File: config.mk
export PLATFORM = sky130hd
export DESIGN_NAME = mem_port_arbiter
export DESIGN_NICKNAME = d
export VERILOG_FILES = /design/src/rtl/mem_port_arbiter.sv
export SDC_FILE = /design/constraint.sdc
export NUM_CORES = 1
export LEC_CHECK = 0
export ABC_CLOCK_PERIOD_IN_PS = 2350
export CELL_PAD_IN_SITES_DETAIL_PLACEMENT = 0
export CELL_PAD_IN_SITES_GLOBAL_PLACEMENT = 1
export CORE_UTILIZATION = 30
export CTS_BUF_LIST = sky130_fd_sc_hd__clkbuf_8
export CTS_CLUSTER_DIAMETER = 60
export CTS_CLUSTER_SIZE = 8
export DETAILED_ROUTE_END_ITERATION = 12
export GPL_TIMING_DRIVEN = 0
export HOLD_SLACK_MARGIN = 0.05
export PLACE_DENSITY_LB_ADDON = 0.08
export SLEW_MARGIN = 15
export SYNTH_ARGS = -nofsm -noshare
export SYNTH_HDL_FRONTEND = slang
export SYNTH_SLANG_ARGS = --single-unit
File: constraint.sdc
create_clock -name clk -period 2.35 [get_ports clk]
set_clock_uncertainty 0.15 [all_clocks]
set_input_delay 0.47 -clock clk [delete_from_list [all_inputs] [get_ports clk]]
set_output_delay 0.47 -clock clk [all_outputs]
set_load 0.03 [all_outputs]
File: src/rtl/mem_port_arbiter.sv
// Shares one single-ported memory between instruction fetch and the load/store path, one transaction at a time.
// Optional bus-timeout watchdog is built when ARB_TIMEOUT_EN is defined.
module mem_port_arbiter #(
  parameter int AW          = 32,
  parameter int DW          = 32,
  parameter int STARVE_MAX  = 4,
  parameter int TIMEOUT_CYC = 255
) (
  input  logic          clk,
  input  logic          rst,
  input  logic          if_req,
  input  logic [AW-1:0] if_addr,
  output logic          if_gnt,
  output logic          if_done,
  output logic [DW-1:0] if_rdata,
  output logic          if_err,
  input  logic          dm_req,
  input  logic          dm_we,
  input  logic [AW-1:0] dm_addr,
  input  logic [DW-1:0] dm_wdata,
  output logic          dm_gnt,
  output logic          dm_done,
  output logic [DW-1:0] dm_rdata,
  output logic          dm_err,
  output logic          mem_req,
  output logic          mem_we,
  output logic [AW-1:0] mem_addr,
  output logic [DW-1:0] mem_wdata,
  input  logic          mem_ack,
  input  logic [DW-1:0] mem_rdata
);
  localparam logic [1:0] ST_IDLE    = 2'd0;
  localparam logic [1:0] ST_BUSY_IF = 2'd1;
  localparam logic [1:0] ST_BUSY_DM = 2'd2;
  localparam logic [3:0] STARVE_LIM = 4'(STARVE_MAX);

  if (STARVE_MAX < 1 || STARVE_MAX > 15) begin : g_bad_starve
    $error("STARVE_MAX out of range 1..15");
  end
  if (TIMEOUT_CYC < 1 || TIMEOUT_CYC > 255) begin : g_bad_timeout
    $error("TIMEOUT_CYC out of range 1..255");
  end

  logic [1:0]    state_q, state_d;
  logic [3:0]    starve_q, starve_d;
  logic          mem_req_q, mem_req_d;
  logic          mem_we_q, mem_we_d;
  logic [AW-1:0] mem_addr_q, mem_addr_d;
  logic [DW-1:0] mem_wdata_q, mem_wdata_d;
  logic          if_done_q, if_done_d;
  logic          dm_done_q, dm_done_d;
  logic [DW-1:0] if_rdata_q, if_rdata_d;
  logic [DW-1:0] dm_rdata_q, dm_rdata_d;
  logic          idle;

  assign idle   = (state_q == ST_IDLE);
  assign dm_gnt = idle & dm_req & ~(if_req & (starve_q == STARVE_LIM));
  assign if_gnt = idle & if_req & ~dm_gnt;

`ifdef ARB_TIMEOUT_EN
  localparam logic [7:0] TMO_LIM = 8'(TIMEOUT_CYC);
  logic [7:0] tmo_q, tmo_d;
  logic       if_err_q, if_err_d;
  logic       dm_err_q, dm_err_d;
  logic       tmo_hit;
  assign tmo_hit = ~idle & ~mem_ack & (tmo_q == TMO_LIM);
`endif

  always_comb begin
    state_d     = state_q;
    starve_d    = starve_q;
    mem_req_d   = mem_req_q;
    mem_we_d    = mem_we_q;
    mem_addr_d  = mem_addr_q;
    mem_wdata_d = mem_wdata_q;
    if_rdata_d  = if_rdata_q;
    dm_rdata_d  = dm_rdata_q;
    if_done_d   = 1'b0;
    dm_done_d   = 1'b0;
`ifdef ARB_TIMEOUT_EN
    if_err_d    = 1'b0;
    dm_err_d    = 1'b0;
    tmo_d       = tmo_q;
`endif
    case (state_q)
      ST_IDLE: begin
        if (dm_gnt) begin
          mem_req_d   = 1'b1;
          mem_we_d    = dm_we;
          mem_addr_d  = dm_addr;
          mem_wdata_d = dm_wdata;
          state_d     = ST_BUSY_DM;
          // Count only data grants that actually made fetch wait.
          if (!if_req)                  starve_d = '0;
          else if (starve_q != STARVE_LIM) starve_d = starve_q + 4'd1;
        end else if (if_gnt) begin
          mem_req_d   = 1'b1;
          mem_we_d    = 1'b0;
          mem_addr_d  = if_addr;
          mem_wdata_d = '0;
          state_d     = ST_BUSY_IF;
          starve_d    = '0;
        end else if (!if_req) begin
          starve_d = '0;
        end
`ifdef ARB_TIMEOUT_EN
        tmo_d = '0;
`endif
      end
      ST_BUSY_IF, ST_BUSY_DM: begin
        if (mem_ack) begin
          mem_req_d = 1'b0;
          state_d   = ST_IDLE;
          if (state_q == ST_BUSY_IF) begin
            if_done_d  = 1'b1;
            if_rdata_d = mem_rdata;
          end else begin
            dm_done_d = 1'b1;
            if (!mem_we_q) dm_rdata_d = mem_rdata;
          end
`ifdef ARB_TIMEOUT_EN
        end else if (tmo_hit) begin
          mem_req_d = 1'b0;
          state_d   = ST_IDLE;
          if (state_q == ST_BUSY_IF) begin
            if_done_d  = 1'b1;
            if_err_d   = 1'b1;
            if_rdata_d = '0;
          end else begin
            dm_done_d  = 1'b1;
            dm_err_d   = 1'b1;
            dm_rdata_d = '0;
          end
        end else begin
          tmo_d = tmo_q + 8'd1;
`endif
        end
      end
      default: begin
        state_d   = ST_IDLE;
        mem_req_d = 1'b0;
      end
    endcase
  end

  always_ff @(posedge clk) begin
    if (rst) begin
      state_q     <= ST_IDLE;
      starve_q    <= '0;
      mem_req_q   <= 1'b0;
      mem_we_q    <= 1'b0;
      mem_addr_q  <= '0;
      mem_wdata_q <= '0;
      if_done_q   <= 1'b0;
      dm_done_q   <= 1'b0;
      if_rdata_q  <= '0;
      dm_rdata_q  <= '0;
    end else begin
      state_q     <= state_d;
      starve_q    <= starve_d;
      mem_req_q   <= mem_req_d;
      mem_we_q    <= mem_we_d;
      mem_addr_q  <= mem_addr_d;
      mem_wdata_q <= mem_wdata_d;
      if_done_q   <= if_done_d;
      dm_done_q   <= dm_done_d;
      if_rdata_q  <= if_rdata_d;
      dm_rdata_q  <= dm_rdata_d;
    end
  end

`ifdef ARB_TIMEOUT_EN
  always_ff @(posedge clk) begin
    if (rst) begin
      tmo_q    <= '0;
      if_err_q <= 1'b0;
      dm_err_q <= 1'b0;
    end else begin
      tmo_q    <= tmo_d;
      if_err_q <= if_err_d;
      dm_err_q <= dm_err_d;
    end
  end
  assign if_err = if_err_q;
  assign dm_err = dm_err_q;
`else
  assign if_err = 1'b0;
  assign dm_err = 1'b0;
`endif

  assign mem_req   = mem_req_q;
  assign mem_we    = mem_we_q;
  assign mem_addr  = mem_addr_q;
  assign mem_wdata = mem_wdata_q;
  assign if_done   = if_done_q;
  assign dm_done   = dm_done_q;
  assign if_rdata  = if_rdata_q;
  assign dm_rdata  = dm_rdata_q;
endmodule

Word-level counts from Yosys, hierarchy flattened
Cells that the tools add are included.
Word-level totals
  bits in registers: 138
  logic and storage cells: 60
  output and inout bits: 136
  input port bits: 134
Cells by class
  equality and inequality tests: 8
  add/sub/neg operators: 1
  bitwise logic cells: 11
  reductions and logical operators: 9
  mux-type cells: 21
Operator list (count)
  32-bit 2-to-1 mux: 4
  4-bit 2-to-1 mux: 5
  1-bit 2-to-1 mux: 7
  2-bit 2-to-1 mux: 3
  1-bit NOT: 6
  3-bit AND reduction: 2
  1-bit AND: 5
  4-bit by 1-bit adder with 4-bit output (second input constant): 1
  4-bit by 3-bit == test with 1-bit output (second input constant): 1
  4-bit by 3-bit != test with 1-bit output (second input constant): 1
  2-bit one-hot mux with 2 select lines: 1
  2-bit AND reduction: 2
  4-bit AND reduction: 1
  3-bit by 1-bit != test with 1-bit output (second input constant): 1
  3-bit by 2-bit != test with 1-bit output (second input constant): 1
  3-bit != test (second input constant): 1
  3-bit OR reduction: 1
  2-bit by 1-bit == test with 1-bit output (second input constant): 1
  2-bit == test (second input constant): 1
  2-bit logical NOT: 1
  2-bit != test (second input constant): 1
  1-bit one-hot mux with 2 select lines: 1
  2-bit nonzero test: 1
  2-bit OR reduction: 1

Logic depth before layout (Yosys ltp)
Gate-level depths: netlist of run 1.
  depth in word-level cells: 9
  depth in mapped cells: 7
  depth with buffers taken out: 5

Worst setup path after synthesis of run 1
No wires, ideal clock.
  path kind: register to output
  from: register starve_q[0]
  to: output if_gnt
  arrival: 1546 ps
  stages on the path, launching flop included: 8
  data required time: 1730 ps
  buffers on the path: 2
  slack: 184 ps
  cells stage by stage: dfxtp_1 inv_1 ha_1 and4b_1 buf_6 buf_8 o21ai_1 nor2_1
Between the ends
  word-level cells in the longest chain between the ends: 6
Ends and longest elaborated chain
  from (decl): RTL line 45  | logic [3:0] starve_q, starve_d;
  from (signal assigned): RTL line 160  | starve_q <= starve_d;
  4-bit by 3-bit == test with 1-bit output: RTL line 57  | assign dm_gnt = idle & dm_req & ~(if_req & (starve_q == STARVE_LIM));
  1-bit AND: RTL line 57
  1-bit NOT: RTL line 57
  1-bit AND: RTL line 57
  1-bit NOT: RTL line 58  | assign if_gnt = idle & if_req & ~dm_gnt;
  1-bit AND: RTL line 58
  to (decl): RTL line 13  | output logic if_gnt,
Every way passes these cells.

Final worst setup path of run 1
  from: register state_q[1]
  to: output dm_gnt
Between the ends
  word-level cells in the longest chain between the ends: 3
Ends and longest elaborated chain
  from (decl): RTL line 44  | logic [1:0] state_q, state_d;
  from (signal assigned): RTL line 159  | state_q <= state_d;
  2-bit logical NOT: RTL line 56  | assign idle = (state_q == ST_IDLE);
  named net idle: RTL line 54  | logic idle;
  1-bit AND (2 in series): RTL line 57
  to (decl): RTL line 21  | output logic dm_gnt,
The timed path passes the listed nets, and every way through them passes these cells.

==> metrics, run 1 <==
outcome=complete, no violations; synthesis-to-finish area growth=60.1%; vias=5,794; Clock Tree Root=clkbuf_8; Crit path largest cell delay=320 ps; Routed met2 length=9.09 mm; starting utilization of the core area=30.5%; post-route setup slack=around 100 ps; switching power of the nets=0.00213 W; hold path depth=2; CTS tree=yes; number of pins with negative max-slew slack in the final report=0; worst slack after detailed placement=-841 ps; fraction of synthesized area in multiplexers=0%; first-pass GRT wire length=30.7 mm; Hold Slack=308 ps; number of vias per cell after detailed routing=4.89; largest fanout on the critical path=10; worst-skew pair later-pin latency=450 ps; detailed route wirelength on metal3=1.36 mm; master of the slowest instance on the critical path=dfxtp_1; TritonCTS Sinks=138; worst slew margin relative to its limit=52.2%; total wire length=between 15 and 20 mm; detailed-routing iteration count for the pre-antenna-repair pass=5; cell row count=50; Area contributors post-synth=dfxtp_1 (49%), nand2_1 (8.8%), a311oi_2 (7.4%); internal power consumption=0.00409 W; maximum level of the CTS H-tree=4; Die Ht=140 um; xor-xnor portion of the synthesized cell area=0%; Pleak=3.18 nW; routed wire length per instance=approximately 16 um; count of state elements after synthesis=138; cell with the most instances after synthesis=dfxtp_1; Largest delay share family, worst path=buffers and inverters; kind of capture point of the worst setup path=primary output; number of standard cells after synthesis=644; count of buffers from port buffering=266; number of global-route vias before repair=between 5,000 and 6,000; most numerous cell types in the synthesized netlist=dfxtp_1 (138), nand2_1 (133), a21oi_1 (70), nor2_1 (68); worst ir drop on vdd=0.349 mV; part of the power in the clock network=roughly 30%; share of synthesized flip-flops with an asynchronous set or reset=0%; clock-pin slew reported for the worst setup and hold paths after clock tree synthesis=around 90 ps; wire length the detailed router placed on met1=8.34 mm; DP HPWL=14.4 mm; synth warn=0; critical setup path kind=flop to primary output; Max Clock Freq=0.445 GHz; die area=19,500 um2; total of endpoints with negative setup slack in the final report=0; Power Dens Cells=682 nW/um2; share of the synthesized area in the top cell type=roughly 50%; ANT nets after route=0; unique cell type count in the Yosys netlist=36; number of max-cap violations=0; share of synthesized cell area in full adder, half adder and majority cells=1.10%; Final Cell Area=~9100 um2; area fraction in compound gates after synthesis=between 20% and 30%; WP buf/inv=3; pin count of the biggest net entering global routing=17; Period Utilization, post-route=95.7%; net total in the final layout=1,075; synthesized area divided by synthesized cell count=8.84 um2; sequential cell fraction of total power=42.0%; data arrival time of the worst path=1630 ps; final hold vios=0; Max clock buf depth=2; horizontal extent of the die=140 um; slew at the pin closest to its max-slew limit=717 ps; gr usage total=19.9%; Crit. path cell count=6; final weighted congestion in routability-driven placement=0.795; initial antenna violation count=1; combinational share of power=28.1%; highest layer used for signal routing=met4; Worst R2R Path Depth=7; critical path cell sequence=inv_1, ha_4, nand2_2, buf_8, nor2_1, buf_4; most instantiated flip-flop cell in the synthesis netlist=dfxtp_1; critical path required time=around 1700 ps; area of the core region=between 15,000 and 20,000 um2; minimum clock period=2250 ps; area leader, netlist=dfxtp_1; total I/O pin count=270; fraction of the mapped netlist area in simple logic gates=19.0%; number of synthesized flops with an enable pin=0; clock buffers created by TritonCTS=17; initial detailed-routing violation count=roughly 250; dominant combinational cell family by area after synthesis=compound AO/OA/AOI/OAI gates; dpl cell area=around 8600 um2; kind of path behind the tightest hold check=flop to flop; overflow left after global routing=0; share of the yosys chip area belonging to registers=48.5%; area of the mapped netlist=5690 um2; Startpoint Class=flop; fraction of power spent switching nets=around 34%; fraction of final layout cells with drive strength greater than 1=between 10% and 20%; number of DRC violations after detailed routing=0
==> metrics by stage <==
stage | TNS (ps) | power (W) | cells | utilization, %
floorplan | 0 | 0.00361 | 645 | -
global placement | -2770 | 0.00435 | 1145 | 46.4
detailed placement | -3010 | 0.00438 | 1145 | 46.4
CTS | -14.6 | 0.00627 | 1180 | 48.7
global route | -1.56 | 0.00655 | 1184 | 48.9
finish | 0 | 0.00622 | 1184 | 48.9
==> cell usage in the layout (no fill, tap or decap), types with 2 or more instances in the layout <==
master,count
nand4b_1,3
nand2_1,132
ha_1,3
nor4bb_1,2
inv_1,4
nand4_1,4
buf_12,2
nor3b_1,2
clkinvlp_4,3
inv_6,6
buf_2,24
dfxtp_1,136
and2_1,2
conb_1,2
nor2_1,68
nand3_1,33
a32oi_1,33
dfxtp_2,2
clkdlybuf4s50_1,262
o21ai_1,5
clkbuf_8,18
o21ai_2,28
ha_4,2
inv_8,2
inv_2,3
buf_4,16
a311oi_1,4
clkbuf_1,29
a21oi_1,70
a311oi_2,28
==> flip-flops by register name (all words and copies together), names as in the netlist <==
| name | cells |
|---|---|
| mem_addr | 32 |
| mem_wdata | 32 |
| if_rdata | 32 |
| dm_done | 1 |
| state_q | 2 |
| dm_rdata | 32 |
| mem_we | 1 |
| if_done | 1 |
| mem_req | 1 |
| starve_q | 4 |
==> routing by layer <==
layer | GRT usage (%) | up-vias
li1 | - | 2851
met1 | 24.4 | 2725
met2 | 32.4 | 186
met3 | 6.61 | 32
met4 | 7.23 | 0
met5 | 0 | -
==> cells by family after synthesis <==
| kind of cell | Yosys count |
|---|---|
| other cells | 1 |
| compound gates | 174 |
| fa+ha+maj | 5 |
| buf+inv | 71 |
| simple gates | 255 |
| flops | 138 |
==> area by class of cell <==
cell class,count,area [um2]
multi-input combinational,436,2600
antenna,1,2.50
clock inverter,14,128
clock buffer,18,248
buffer,62,329
inverter,7,26.3
tap,234,293
sequential,138,2770
fill,1800,9530
timing repair buffer,274,2720
==> power by group through the flow <==
stage                     sequential, W  clock, W  combinational [W]
after floorplan                 0.00299         0           0.000618
after global placement          0.00266         0            0.00170
after detailed placement        0.00266         0            0.00172
after CTS                       0.00261   0.00192            0.00174
after global routing            0.00263   0.00205            0.00187
final                           0.00261   0.00186            0.00174
==> path summary, 6_finish.rpt <==
| kind | to | slack (ps) | startpoint |
|---|---|---|---|
| max | dm_gnt | 100 | state_q[1] |
| min | dm_rdata[0] | 310 | dm_rdata[0] |
| max reg2reg | dm_rdata[30] | 390 | state_q[1] |
| min reg2reg | dm_rdata[0] | 310 | dm_rdata[0] |
==> timing repair <==
item,CTS,global route
hold buffers,0,0
setup endpoints to repair,2,2
setup buffers,4,4
pin swaps,2,2
resized for setup,25,7
==> tightest hold or removal path, cell delays in order (launching register included) <==
cell and delay [ps]:
dfxtp_1 310, nand2_1 50, a21oi_1 50
(Power assumes the default switching activity.)
==> inputs of run 2 (changes only) <==
ABC_AREA = 1   (was not set)
ABC_CLOCK_PERIOD_IN_PS = 2790   (was 2350)
CORE_UTILIZATION = 31   (was 30)
clock period = 2.79 ns   (was 2.35 ns; I/O delays follow)
==> metrics, run 2 <==
count of buffers from port buffering=266 (unchanged); maximum level of the CTS H-tree=4 (unchanged); DP HPWL=13.1 mm (-9.2%); Startpoint Class=primary input; cell with the most instances after synthesis=nand2_1; cell row count=48 (-4.0%); total wire length=17.4 mm (-9.4%); number of DRC violations after detailed routing=0 (unchanged); share of synthesized flip-flops with an asynchronous set or reset=0% (unchanged); fraction of synthesized area in multiplexers=0% (unchanged); pin count of the biggest net entering global routing=17 (unchanged); detailed-routing iteration count for the pre-antenna-repair pass=4 (-1); starting utilization of the core area=31.8% (+1.3 points); worst reg2reg startpoint=state_q[0]; kind of capture point of the worst setup path=primary output; Die Ht=135 um (-3.1%); area of the core region=17,400 um2 (-6.9%); first-pass GRT wire length=27.1 mm (-12%); Clock Tree Root=clkbuf_8; total I/O pin count=270 (unchanged); horizontal extent of the die=135 um (-3.1%); worst reg2reg endpoint=dm_rdata[12]; Power Dens Cells=613 nW/um2 (-10%); number of synthesized flops with an enable pin=0 (unchanged); xor-xnor portion of the synthesized cell area=0% (unchanged); Area contributors post-synth=dfxtp_1 (50%), nand2_1 (10%), nor2_1 (9.0%); vias=5,536 (-4.5%); worst slew margin relative to its limit=66.6% (+14 points); area of the mapped netlist=5520 um2 (-3.0%); number of vias per cell after detailed routing=4.37 (-11%); flop2flop setup slack=710 ps (+320 ps); most numerous cell types in the synthesized netlist=nand2_1 (149), dfxtp_1 (138), nor2_1 (133), nand3_1 (69), o21ai_0 (65); synth warn=0 (unchanged); worst setup path endpoint=if_gnt; minimum clock period=between 2000 and 3000 ps; worst ir drop on vdd=0.266 mV (-24%); met2 track utilization from global routing=29.2% (-3.2 points); fraction of final layout cells with drive strength greater than 1=6.62% (-8.3 points); Period Utilization, post-route=between 90% and 100%; dominant combinational cell family by area after synthesis=simple AND/OR/NAND/NOR gates; initial detailed-routing violation count=233 (-4.9%); largest fanout on the critical path=10 (unchanged); unique cell type count in the Yosys netlist=24 (-33%); worst-skew pair later-pin latency=430 ps (-20 ps); met1 track demand over resource in global routing=24.5% (+0.14 points); number of pins with negative max-slew slack in the final report=0 (unchanged); Inserted Diodes=0 (-1); final hold vios=0 (unchanged); global routing usage on met3=7.44% (+0.84 points); synthesized area divided by synthesized cell count=7.44 um2 (-16%); Max clock buf depth=2 (unchanged); clock-pin slew reported for the worst setup and hold paths after clock tree synthesis=70 ps (-20 ps); RSZ-0062 raised after global routing=no; final core utilization=51.0% (+2.1 points); synthesis-to-finish area growth=60.3%; fraction of the mapped netlist area in simple logic gates=26.8% (+7.8 points); most frequent standard cell in the layout excluding fill and tap cells=clkdlybuf4s50_1; CTS tree=yes; routed wire length per instance=13.8 um (-15%); count of state elements after synthesis=138 (unchanged); number of max-cap violations=0 (unchanged); initial antenna violation count=1 (unchanged); Worst Setup SP=dm_req; TritonCTS Sinks=138 (unchanged); share of synthesized cell area in full adder, half adder and majority cells=1.13% (+0.034 points); most used cells in the layout excluding fill and tap cells=clkdlybuf4s50_1 (264), nand2_1 (149), dfxtp_1 (138); net total in the final layout=1,168 (+8.7%); die area=18,300 um2 (-6.0%); share of the yosys chip area belonging to registers=50.0% (+1.5 points); area fraction in compound gates after synthesis=14.0% (-11 points); gr usage total=19.1% (-0.82 points); share of the synthesized area in the top cell type=50.0% (+1.5 points); kind of path behind the tightest hold check=flop to flop; final weighted congestion in routability-driven placement=0.747 (-6.1%); number of hold-repair buffers added at the cts stage=0 (unchanged); ANT nets after route=0 (unchanged); Worst R2R Path Depth=8 (+1); Pleak=3.70 nW (+16%); overflow left after global routing=0 (unchanged); grt peak-use layer=met2; number of standard cells after synthesis=742 (+15%); number of global-route vias before repair=5,124 (-13%); total of endpoints with negative setup slack in the final report=0 (unchanged); outcome=complete, no violations; Max Clock Freq=0.381 GHz; data arrival time of the worst path=1920 ps (+290 ps); most instantiated flip-flop cell in the synthesis netlist=dfxtp_1; critical path required time=2080 ps (+350 ps); slew at the pin closest to its max-slew limit=501 ps (-216 ps); area leader, netlist=dfxtp_1; Design Power=0.00543 W (-13%); clock buffers created by TritonCTS=17 (unchanged); critical setup path kind=primary input to primary output
[run 2: changes by cell type after synthesis, sizes merged, moves of 11 or more]
| cell | previous run | this run |
|---|---|---|
| buf | 35 | 24 |
| a311oi | 32 | 0 |
| nor2 | 68 | 133 |
| nand2 | 133 | 151 |
| inv | 7 | 50 |
| o21a | 1 | 32 |
| a32oi | 33 | 0 |
| o21ai | 35 | 66 |
| nand3 | 33 | 69 |
| a21oi | 70 | 38 |
[run 2: stage by stage]
| stage | TNS, ps | hold WS [ps] | cells | area, um2 | setup WS (ps) |
|---|---|---|---|---|---|
| after floorplan | 0 | 294 | 743 | 5530 | 402 |
| after global placement | -799 | 302 | 1234 | 8470 | -416 |
| after detailed placement | -790 | 304 | 1234 | 8470 | -411 |
| after CTS | 0 | 306 | 1266 | 8850 | 83.6 |
| after global routing | 0 | 317 | 1267 | 8850 | 36.7 |
| final | 0 | 315 | 1267 | 8850 | 166 |
[run 2: per-layer routing]
metal / up-vias / part of all wire (%)
met5: - / 0
met4: 0 / 1.0
met3: 11 / 9.4
met2: 178 / 44
met1: 2406 / 45
li1: 2941 / -
[run 2: how the worst min path moves through the flow]
stage,from,to,slack [ps],cells past startpoint
finish,mem_wdata[24],mem_wdata[24],310,2
global route,if_req,starve_q[0],320,3
CTS,if_req,starve_q[0],310,3
detailed placement,mem_wdata[13],mem_wdata[13],300,2
global placement,mem_wdata[30],mem_wdata[30],300,2
floorplan,state_q[1],state_q[1],290,2
[run 2: timing repair]
action | 4_1_cts | 5_1_grt
cloned | 0 | 0
endpoints found under the hold margin | 0 | 0
endpoints found under the setup margin | 2 | 1
gates resized for setup | 13 | 0
setup buffers | 0 | 1
[run 2: power breakdown]
group / switching (W) / internal [W] / total, W
logic: 0.000930 / 0.000710 / 0.00164
registers: 0.0000898 / 0.00216 / 0.00225
clock network: 0.000805 / 0.000731 / 0.00154
[run 2: worst max-delay path, cell delays in order]
cell,delay [ps]
clkdlybuf4s50_1,540
nand2_1,120
inv_4,80
nand2_4,90
inv_4,110
buf_4,180
nor2_1,50
buf_2,180
[run 2: cell type report]
cell class / count / area [um2]
Timing Repair Buffer: 267 / 2660
Multi-Input combinational cell: 504 / 2330
Fill cell: 1756 / 8500
Tap cell: 225 / 282
Clock buffer: 18 / 248
Inverter: 50 / 193
Buffer: 51 / 251
Clock inverter: 14 / 124
Sequential cell: 138 / 2760
[run 2: cells by family (layout without fill, tap and decap cells)]
family	after synthesis	after routing
other cells	1	2
buf+inv	101	400
flops	138	138
simple gates	361	361
compound gates	136	136
fa+ha+maj	5	5
==> variant: new RTL, settings of run 2 <==
Build with the macro `ARB_TIMEOUT_EN` defined.
--- a/src/rtl/mem_port_arbiter.sv
+++ b/src/rtl/mem_port_arbiter.sv
@@ -2,2 +2,4 @@
 // Optional bus-timeout watchdog is built when ARB_TIMEOUT_EN is defined.
+`define ARB_TIMEOUT_EN
+
 module mem_port_arbiter #(
Formal check against the unedited RTL: same outputs for any inputs over 4 cycles, from zero or initial values and one cycle with rst high; that may be too few to reach the edited logic, so the function may still have changed.
==> variant against run 2 <==
Area after synthesis increased by 17%; sequential cell count increased by 10; count of clock-buffer cells in the layout decreased by 1; non-clock buffer count grew 10; wire length is 26% higher; first-iteration DRC count down 2.6%; setup slack improved by 41 ps; sequential share of layout area shrank 1.1 points; cell area is 11% higher; power grew 9.3%; sequential power up 8%; critical path type is now flop to primary output; largest cell class is now registers.
==> variant: results (changes against run 2) <==
Outcome
  • Outcome: complete, no violations

Setup path
  • Critical path's top delay family: buffers and inverters
  • Cell count of the worst reg-to-reg path: 7 (-1)
  • Data arrival at the endpoint of the critical path: 1870 ps (-50 ps)
  • Slowest library cell on the worst path: dfxtp_1
  • Longest individual stage delay on the worst path: 330 ps (-210 ps)

Power
  • Worst voltage drop across the vdd grid: 0.266 mV (+0.13%)
  • Internal cell power: 3720 uW (+3.2%)
  • Power drawn by the combinational cells: 1930 uW (+18%)
  • Top contributor to total power: sequential cells
  • Leakage power: 0.00424 uW (+15%)
  • Seq pwr share: 0.410 (-0.005)
  • Final total power: 5930 uW (+9.3%)

STA
  • Worst-Margin Slew: 805 ps (+304 ps)
  • Final-report setup violation count: 0 (unchanged)

Placement
  • Hpwl dp: 16600 um (+27%)
  • Number of buffer cells added on primary ports: 268 (+0.75%)
  • Setup slack at placement: -690 ps (-279 ps)
  • Area after detailed placement: 9480 um2 (+12%)
  • Total instance count after detailed placement: 1500 (+22%)
  • RePlAce Congestion: 0.813 (+8.8%)

Routing
  • Total length of routed met3 wires: 1790 um (+9.0%)
  • Drt via density: 4.32 (-1.1%)
  • Routed met2 length: 10200 um (+32%)
  • DRT met1 WL: 9670 um (+22%)
  • Total Wirelength: 21900 um (+26%)
  • Max layer used: met4
  • DRT iter0 DRCs: 227 (-2.6%)
  • WL/cell: 14.3 um (+3.8%)

GRT
  • Number of antenna violations at the first check in global routing: 0 (-1)
  • Vias in the first global route: 6398 (+25%)
  • Met3 GRT Util: 0.0734 (-0.00101)
  • Pin count of the biggest net entering global routing: 17 (unchanged)
  • Fraction of met2 tracks used by global routing: 0.342 (+0.0501)
  • Met1 Use GR: 0.249 (+0.00367)
  • First-pass GRT wire length: 34500 um (+27%)
  • Global Route Usage Sum: 0.206 (+0.0150)

Logic synthesis
  • Cell types occupying the most area after synthesis: dfxtp_1 46%, nand2_1 17%, inv_1 7.8%
  • Adder-cell share of the synthesized area: 0.00969 (-0.00164)
  • Xor-xnor portion of the synthesized cell area: 0.00271 (+0.00271)
  • Post-synth top cells: 295 x nand2_1, 148 x dfxtp_1, 135 x inv_1, 111 x nor2_1, 75 x a21oi_1
  • Post-synthesis cell count: 962 (+30%)
  • Async SR Flop Fraction: 0 (unchanged)
  • Share of cell area taken by muxes after synthesis: 0 (unchanged)
  • Distinct cells, synth: 28 (+17%)
  • Part of the Yosys area used for sequential elements: 0.459 (-0.0415)
  • Synth Area in Compound Gates: 0.113 (-0.0265)

Clocking
  • CTS Buf Count: 17 (unchanged)
  • Setup repair bufs after CTS: 1 (+1)
  • Clk pin slew, worst setup/hold paths: 80 ps
  • Depth of the CTS H-tree: 4 (unchanged)
  • Resized Gates After CTS: 14 (+1)
  • Clock latency of the later-clocked register in the worst-skew pair: 450 ps (+20 ps)

Finish
  • Final Net Count: 1389 (+19%)
  • Share of layout cells above drive strength 1: 0.0507 (-0.0155)
[variant: worst paths after layout]
kind,startpoint,to,slack (ps)
setup reg to reg,state_q[0],if_rdata[20],600
hold / removal,state_q[1],state_q[1],320
hold reg to reg,state_q[1],state_q[1],320
setup / recovery,state_q[0],if_gnt,210
[variant: worst min-delay path: cells and delay by family, from the launching register on]
family,cells,cell delay [ps]
compound gates,1,50
flops,1,310
simple gates,1,60
[variant: logic make-up after synthesis]
| group | count (synthesis) |
|---|---|
| AO/OA/AOI/OAI | 144 |
| XOR/XNOR | 2 |
| adder cells (fa/ha/maj) | 5 |
| buffers and inverters | 195 |
| flip-flops | 148 |
| AND/OR/NAND/NOR | 468 |
[variant: cell type report]
cell class	count	area [um2]
flip-flops and latches	148	2960
clock inverters	15	124
inverters	136	510
fillers	2192	10400
multi-input cells	619	2730
clock buffers	17	234
plain buffers	59	272
repair buffers	269	2690
well taps	270	338
